**src/rtl/spim_xfer_ctrl.sv**
```systemverilog
// Word-level SPI mode-0 master: streams command words out MSB-first on the SPIM pins and returns
// the captured MISO word; chip select is held across chained words until a LAST word completes.
module spim_xfer_ctrl #(
  parameter int DATA_W   = 8,
  parameter int CLKDIV   = 4,
  parameter int CS_SETUP = 2,
  parameter int CS_HOLD  = 2
) (
  input  logic              CLK,
  input  logic              RST,
  input  logic              CMD_VALID,
  output logic              CMD_READY,
  input  logic [DATA_W-1:0] CMD_DATA,
  input  logic              CMD_LAST,
  output logic              RSP_VALID,
  input  logic              RSP_READY,
  output logic [DATA_W-1:0] RSP_DATA,
  output logic              BUSY,
  output logic              SPIM_CLK,
  output logic              SPIM_MOSI,
  input  logic              SPIM_MISO,
  output logic              SPIM_SS_N
);

  localparam int MAX_T = (CLKDIV > CS_SETUP) ? ((CLKDIV > CS_HOLD) ? CLKDIV : CS_HOLD)
                                             : ((CS_SETUP > CS_HOLD) ? CS_SETUP : CS_HOLD);
  localparam int CNT_W = $clog2(MAX_T + 1);
  localparam int BIT_W = $clog2(DATA_W);

  localparam logic [CNT_W-1:0] DIV_LD   = CNT_W'(CLKDIV - 1);
  localparam logic [CNT_W-1:0] SETUP_LD = CNT_W'(CS_SETUP - 1);
  localparam logic [CNT_W-1:0] HOLD_LD  = CNT_W'(CS_HOLD - 1);
  localparam logic [BIT_W-1:0] BIT_LD   = BIT_W'(DATA_W - 1);

  typedef enum logic [2:0] {
    IDLE      = 3'd0,
    SETUP     = 3'd1,
    SHIFT_LO  = 3'd2,
    SHIFT_HI  = 3'd3,
    WORD_DONE = 3'd4,
    HOLD      = 3'd5
  } state_t;

  state_t            state_q, state_d;
  logic [CNT_W-1:0]  cnt_q, cnt_d;
  logic [BIT_W-1:0]  bit_q, bit_d;
  logic [DATA_W-1:0] tx_q, tx_d;
  logic [DATA_W-1:0] rx_q, rx_d;
  logic [DATA_W-1:0] rd_q, rd_d;
  logic              last_q, last_d;
  logic              sck_q, sck_d;
  logic              mosi_q, mosi_d;
  logic              ss_n_q, ss_n_d;
  logic              rv_q, rv_d;
  logic              ready;
  logic              accept;
  logic              cnt_done;

  // WORD_DONE only takes a new word once the previous response is gone or leaving this cycle.
  always_comb begin
    ready = 1'b0;
    case (state_q)
      IDLE:      ready = 1'b1;
      WORD_DONE: ready = !rv_q || RSP_READY;
      default:   ready = 1'b0;
    endcase
    ready = ready && !RST;
  end

  assign accept   = CMD_VALID && ready;
  assign cnt_done = (cnt_q == '0);

  always_comb begin
    state_d = state_q;
    cnt_d   = cnt_q;
    bit_d   = bit_q;
    tx_d    = tx_q;
    rx_d    = rx_q;
    rd_d    = rd_q;
    last_d  = last_q;
    sck_d   = sck_q;
    mosi_d  = mosi_q;
    ss_n_d  = ss_n_q;
    rv_d    = rv_q;

    if (rv_q && RSP_READY) rv_d = 1'b0;

    case (state_q)
      IDLE: begin
        if (accept) begin
          tx_d    = CMD_DATA;
          last_d  = CMD_LAST;
          mosi_d  = CMD_DATA[DATA_W-1];
          ss_n_d  = 1'b0;
          bit_d   = BIT_LD;
          cnt_d   = SETUP_LD;
          state_d = SETUP;
        end
      end
      SETUP: begin
        if (cnt_done) begin
          cnt_d   = DIV_LD;
          state_d = SHIFT_LO;
        end else begin
          cnt_d = cnt_q - CNT_W'(1);
        end
      end
      SHIFT_LO: begin
        if (cnt_done) begin
          sck_d   = 1'b1;
          rx_d    = {rx_q[DATA_W-2:0], SPIM_MISO};
          cnt_d   = DIV_LD;
          state_d = SHIFT_HI;
        end else begin
          cnt_d = cnt_q - CNT_W'(1);
        end
      end
      SHIFT_HI: begin
        if (cnt_done) begin
          sck_d = 1'b0;
          if (bit_q != '0) begin
            bit_d   = bit_q - BIT_W'(1);
            tx_d    = tx_q << 1;
            mosi_d  = tx_q[DATA_W-2];
            cnt_d   = DIV_LD;
            state_d = SHIFT_LO;
          end else begin
            rd_d = rx_q;
            rv_d = 1'b1;
            if (last_q) begin
              cnt_d   = HOLD_LD;
              state_d = HOLD;
            end else begin
              state_d = WORD_DONE;
            end
          end
        end else begin
          cnt_d = cnt_q - CNT_W'(1);
        end
      end
      WORD_DONE: begin
        // Chained word skips SETUP: chip select is already low.
        if (accept) begin
          tx_d    = CMD_DATA;
          last_d  = CMD_LAST;
          mosi_d  = CMD_DATA[DATA_W-1];
          bit_d   = BIT_LD;
          cnt_d   = DIV_LD;
          state_d = SHIFT_LO;
        end
      end
      HOLD: begin
        if (cnt_done) begin
          ss_n_d  = 1'b1;
          state_d = IDLE;
        end else begin
          cnt_d = cnt_q - CNT_W'(1);
        end
      end
      default: state_d = IDLE;
    endcase
  end

  always_ff @(posedge CLK) begin
    if (RST) begin
      state_q <= IDLE;
      cnt_q   <= '0;
      bit_q   <= '0;
      tx_q    <= '0;
      rx_q    <= '0;
      rd_q    <= '0;
      last_q  <= 1'b0;
      sck_q   <= 1'b0;
      mosi_q  <= 1'b0;
      ss_n_q  <= 1'b1;
      rv_q    <= 1'b0;
    end else begin
      state_q <= state_d;
      cnt_q   <= cnt_d;
      bit_q   <= bit_d;
      tx_q    <= tx_d;
      rx_q    <= rx_d;
      rd_q    <= rd_d;
      last_q  <= last_d;
      sck_q   <= sck_d;
      mosi_q  <= mosi_d;
      ss_n_q  <= ss_n_d;
      rv_q    <= rv_d;
    end
  end

  assign CMD_READY = ready;
  assign RSP_VALID = rv_q;
  assign RSP_DATA  = rd_q;
  assign BUSY      = (state_q != IDLE);
  assign SPIM_CLK  = sck_q;
  assign SPIM_MOSI = mosi_q;
  assign SPIM_SS_N = ss_n_q;

endmodule

```
**config.mk**
```make
export PLATFORM = sky130hd
export DESIGN_NAME = spim_xfer_ctrl
export DESIGN_NICKNAME = d
export VERILOG_FILES = /design/src/rtl/spim_xfer_ctrl.sv
export SDC_FILE = /design/constraint.sdc
export NUM_CORES = 1
export LEC_CHECK = 0
export CAP_MARGIN = 20
export CORE_UTILIZATION = 50
export DETAILED_ROUTE_END_ITERATION = 10
export HOLD_SLACK_MARGIN = 0.1
export PLACE_DENSITY = 0.75
export SLEW_MARGIN = 20
export SYNTH_ARGS = -nofsm -noshare
export SYNTH_HDL_FRONTEND = slang
export SYNTH_SLANG_ARGS = --single-unit
export TNS_END_PERCENT = 1
```
**constraint.sdc**
```tcl
create_clock -name CLK -period 1.95 [get_ports CLK]
set_clock_uncertainty 0.15 [all_clocks]
set_input_delay 0.4875 -clock CLK [delete_from_list [all_inputs] [get_ports CLK]]
set_output_delay 0.4875 -clock CLK [all_outputs]
set_load 0.05 [all_outputs]
```
# Yosys cells after proc, flatten, opt, wreduce, memory -nomap -nowiden
# Index checks and enable logic that the tools add are counted.
op_classes:
  addsub: 2
  n_eq_ne: 15
  mux: 38
  bitwise: 1
  reduce_logical: 24
ops:
  columns: ["operator", "n"]
  rows:
  - ["2-to-1 mux 3 bit", 16]
  - ["2-to-1 mux 7 bit", 3]
  - ["case mux 3 bit (6 select lines)", 1]
  - ["inequality test 2 bit, second input constant", 8]
  - ["case mux 3 bit (5 select lines)", 1]
  - ["case mux 7 bit (2 select lines)", 1]
  - ["2-to-1 mux 1 bit", 11]
  - ["AND reduction 3 bit", 3]
  - ["case mux 1 bit (2 select lines)", 4]
  - ["== test 3 x 2 -> 1 bit, second input constant", 2]
  - ["== test 3 bit, second input constant", 2]
  - ["logical NOT 3 bit", 2]
  - ["case mux 3 bit (2 select lines)", 1]
  - ["AND reduction 6 bit", 1]
  - ["nonzero test 2 bit", 3]
  - ["nonzero test 3 bit", 2]
  - ["subtractor 3 x 1 -> 3 bit, second input constant", 2]
  - ["AND reduction 5 bit", 1]
  - ["nonzero test 5 bit", 1]
  - ["inequality test 4 bit, second input constant", 1]
  - ["AND reduction 2 bit", 2]
  - ["AND reduction 4 bit", 1]
  - ["OR reduction 2 bit", 2]
  - ["== test 3 x 1 -> 1 bit, second input constant", 1]
  - ["other kinds (5)", 8]
word_totals:
  register_bits: 37
  output_inout_bits: 14
  wordCells: 91

# Logic depth before layout (Yosys ltp)
# Gate-level depths: netlist of run 1.
depth:
  word_depth: 7
  depth_mapped: 8
  depth_no_buf: 6

# Least setup slack after synthesis of run 1
# No wires, ideal clock.
synth_path:
  path_kind: "reg-to-reg"
  startpoint: "register rv_q, in the netlist RSP_VALID"
  endpoint: "register tx_q[5]"
  arrival_time_ps: 1563
  required_ps: 1659
  path_slack_ps: 96
  path_stages_with_launch: 7
  path_buffers: 2
  cell_sequence: "dfxtp_1 -> nand3b_1 -> a32o_1 -> buf_6 -> buf_12 -> a21oi_2 -> a311oi_2"
synth_between:
  elab_chain_len: 7
synth_rtl:
  columns: ["item", "line_no", "text"]
  rows:
  - ["start: declaration", "54", "logic rv_q, rv_d;"]
  - ["start signal: assignment", "188", "rv_q <= rv_d;"]
  - ["logical NOT 1 bit", "64", "WORD_DONE: ready = !rv_q || RSP_READY;"]
  - ["logical OR 1 bit", "64", null]
  - ["case mux 1 bit (2 select lines)", "62", "case (state_q)"]
  - ["logical AND 1 bit", "67", "ready = ready && !RST;"]
  - ["logical AND 1 bit", "70", "assign accept = CMD_VALID && ready;"]
  - ["inequality test 2 x 1 -> 1 bit (no source line)", null, null]
  - ["AND reduction 4 bit (no source line)", null, null]
  - ["end signal: assignment", "181", "tx_q <= tx_d;"]
  - ["end: declaration", "47", "logic [DATA_W-1:0] tx_q, tx_d;"]
# Every way passes these cells.
# A chain may end at the register's enable or synchronous reset.

# Final worst setup path of run 1
layout_path:
  startpoint: "register state_q[0]"
  endpoint: "output port BUSY"
layout_between:
  elab_chain_len: 1
layout_rtl:
  columns: ["item", "line_no", "text"]
  rows:
  - ["start: declaration", "44", "state_t state_q, state_d;"]
  - ["start signal: assignment", "178", "state_q <= state_d;"]
  - ["nonzero test 3 bit", "195", "assign BUSY = (state_q != IDLE);"]
  - ["end: declaration", "18", "output logic BUSY,"]
# Every way passes these cells.

==> results of run 1 <==
## layout make-up
class,count,area (um^2)
flip-flops and latches,37,749.5
clock inverters,3,25.02
clock buffers,5,37.54
repair buffers,39,376.6
multi-input cells,132,1003
fillers,290,1136
well taps,46,57.56
inverters,8,30.03
## cell usage after synthesis (3+ instances only)
master	number
inv_1	8
buf_2	3
o21ai_0	5
a311oi_2	7
buf_4	3
nand2_1	7
dfxtp_1	37
a21oi_1	14
mux2i_1	23
a21oi_2	3
ha_1	4
nand3_1	4
nor2_1	22
a211oi_1	3
nand3b_1	3
nand2b_1	4
## per-layer routing
| layer | wire length [um] | vias to the layer above | part of all wire, % | global-route usage [%] |
|---|---|---|---|---|
| met3 | 114 | 7 | 3.0 | 4.927 |
| met2 | 1909 | 22 | 50 | 37.09 |
| met4 | 55 | 0 | 1.4 | 4.651 |
| met5 | 0 | - | 0 | 0 |
| met1 | 1762 | 699 | 46 | 26.43 |
| li1 | - | 746 | - | - |
## power groups by stage
stage | Clock (mW) | Sequential (mW) | Combinational, mW
global placement | 0 | 0.973 | 1.22
floorplan | 0 | 0.990 | 0.922
CTS | 0.434 | 0.976 | 1.30
global route | 0.475 | 1.00 | 1.42
detailed placement | 0 | 0.978 | 1.24
finish | 0.429 | 0.985 | 1.31
## sequential cells by signal, indices dropped and copies added (netlist names)
signal	cells
rx_q	8
state_q	3
SPIM_SS_N	1
tx_q	7
SPIM_MOSI	1
RSP_DATA	8
cnt_q	3
RSP_VALID	1
SPIM_CLK	1
bit_q	3
last_q	1
## cells by family after synthesis
kind of cell / Yosys count
compound gates: 43
buf+inv: 20
fa+ha+maj: 4
xor+xnor: 1
flops: 37
simple gates: 60
mux: 24
## metrics by stage
step	power, mW	TNS (ns)	utilization, %
6_report	2.727	0	66.74
5_1_grt	2.902	-0.09941	66.74
4_1_cts	2.711	0	66.04
3_5_place_dp	2.218	-3.125	63.19
3_3_place_gp	2.190	-2.706	63.19
2_1_floorplan	1.912	0	-
## worst paths after layout
path               from   endpoint  slack (ns)  cells after the start
max          state_q[0]       BUSY      0.0004                      2
min           SPIM_SS_N  SPIM_SS_N        0.32                      2
max reg2reg    bit_q[0]   cnt_q[1]        0.08                      6
min reg2reg   SPIM_SS_N  SPIM_SS_N        0.32                      2
## placed cells by master, fill, tap and decap left out, drive strengths merged, types with 3 or more instances in the layout
| cell type | Yosys | layout |
|---|---|---|
| a211oi | 3 | 3 |
| a21oi | 17 | 17 |
| a311oi | 7 | 7 |
| buf | 10 | 26 |
| clkbuf | 2 | 5 |
| clkdlybuf4s50 | 0 | 11 |
| dfxtp | 37 | 37 |
| ha | 4 | 4 |
| inv | 8 | 9 |
| mux2i | 23 | 23 |
| nand2 | 8 | 8 |
| nand2b | 4 | 4 |
| nand3 | 4 | 4 |
| nand3b | 3 | 3 |
| nor2 | 23 | 23 |
| nor3 | 3 | 3 |
| o21ai | 6 | 6 |
## critical path: stages (launching register included)
cell and delay [ns]:
dfxtp_4 0.40, or3_4 0.39, buf_6 0.16
## what timing repair did
| item | CTS | global route |
|---|---|---|
| pin swaps | 2 | 0 |
| endpoints found under the setup margin | 2 | 7 |
| buffers inserted | 2 | 0 |
| endpoints found under the hold margin | 0 | 0 |
| resized for setup | 9 | 7 |
==> run_results.csv, run 1 <==
group,metric,value,unit
logic_synthesis,synth_flop_cell,"dfxtp_1",
run_status,status,"finished, final reports clean",
logic_synthesis,synth_top_family_by_area,"compound AO/OA/AOI/OAI gates",
setup_path,crit_path_max_fanout,9,
timing,grt_setup_unrepaired,"yes",
timing,maxSlewViolCount,0,
cts,insertion_delay,0.35,ns
logic_synthesis,muxShareOfSynthArea,13.24,%
pwr,p_leak,0.9474,nW
logic_synthesis,synth_xor_area_share,0.4801,%
timing,tightestPinTransition,0.3424,ns
logic_synthesis,synth-simple-area-share,18.24,%
setup_path,cp.required,1.31,ns
drt,ant_nets,0,
cts,htreeDepth,2,
logic_synthesis,syn_area_per_cell,9.652,um^2
timing,hold_violations,0,
grt,grt_use_total,21.25,%
timing,hold_ws,0.3233,ns
timing,setup_viol,0,
pwr,p_clk_share,15.7,%
floorplan,dieArea,0.003894,mm^2
cts,cts_root_buffer,"clkbuf_4",
logic_synthesis,synth_top_area_share,40.60,%
logic_synthesis,synth_area,0.001824,mm^2
place,pre_cts_ws,-0.2693,ns
worst_hold_path,hp-class,"flip-flop to flip-flop",
floorplan,die_h,62.40,um
pwr,p_switching,1.108,mW
logic_synthesis,yosys_warnings,0,
layout,diodes,0,
floorplan,num_rows,21,
logic_synthesis,seq_area_frac_synth,40.60,%
cts,clk_pin_slew_worst_paths,0.12,ns
drt,vias,1474,
drt,drc,0,
drt,drt_iter0_drc,60,
layout,syn_to_final_growth,24.97,%
floorplan,ioPinCount,28,
timing,fin_crit_sh,99.98,%
setup_path,start_kind,"flip-flop",
flow_run,cap_violations,0,
logic_synthesis,yosys.area_share.adder,2.743,%
cts,cts_tree,"yes",
drt,routedWlPerCell,14.23,um
logic_synthesis,synth_top_area_cell,"dfxtp_1",
place,dpl_cell_area,0.002158,mm^2
pwr,ir_drop,0.0005825,V
timing,setup_slack,0.0004163,ns
layout,final_cells,270,
layout,drive_above_1_share,27.68,%
floorplan,start_util,53.41,%
drt,dr.pass1.iters,4,
pwr,power.density,1196,mW/mm^2
layout,fin_nets,241,
setup_path,cp-end-kind,"output port",
setup_path,criticalPathCategory,"flip-flop to output port",
grt,antenna_found_initial,0,
cts,cts_hold_buffers,0,
place,io_buffers,27,
pwr,p_int,1.619,mW
grt,overflow,0,
layout,postLayoutCellArea,0.002280,mm^2
timing,fmax,512.9,MHz
grt,grt_pass1_wl,6665,um
setup_path,worst-endpoint-arrival,1.31,ns
cts,clkSinkCount,37,
drt,wl,3841,um
grt,first_global_vias,1451,
timing,relSlewSlack,77.12,%
pwr,seqPwrFrac,36.1,%
drt,viasPerCell,5.459,
place,dpl.hpwl,2642,um
logic_synthesis,synth-compound-area-share,18.45,%
logic_synthesis,syn_nets,207,
logic_synthesis,ys_ff_latch,37,
logic_synthesis,synthDistinctLibCells,45,
cts,cts_buffers,5,
cts,clockBufferDepth,2,
logic_synthesis,synth_edf_count,0,
place,placed_cells,260,
pwr,p_comb_share,48.2,%
logic_synthesis,syn_inst,189,
timing,period_minus_slack,1.950,ns
place,gp_congestion,0.8001,
pwr,power.share.switching,40.64,%
floorplan,core,0.003416,mm^2
floorplan,dieWidth,62.40,um
logic_synthesis,synthArstFlopShare,0,%
grt,grt_max_degree,40,
logic_synthesis,synthTopCellsByArea,"dfxtp_1 41%, mux2i_1 13%, a311oi_2 5.8%",
No activity file was read; power rests on OpenSTA's default activity.
==> run 2: changes to the inputs <==
Settings changed: CTS_CLUSTER_SIZE from default to 16.
==> results of run 2 <==
The final DEF is identical to that of run 1; final timing and power are the same.
==> run 3: changes to the inputs <==
Settings changed: SLEW_MARGIN 20 to 40.
==> results of run 3 <==
The final DEF is identical to that of run 1; final timing and power are the same.
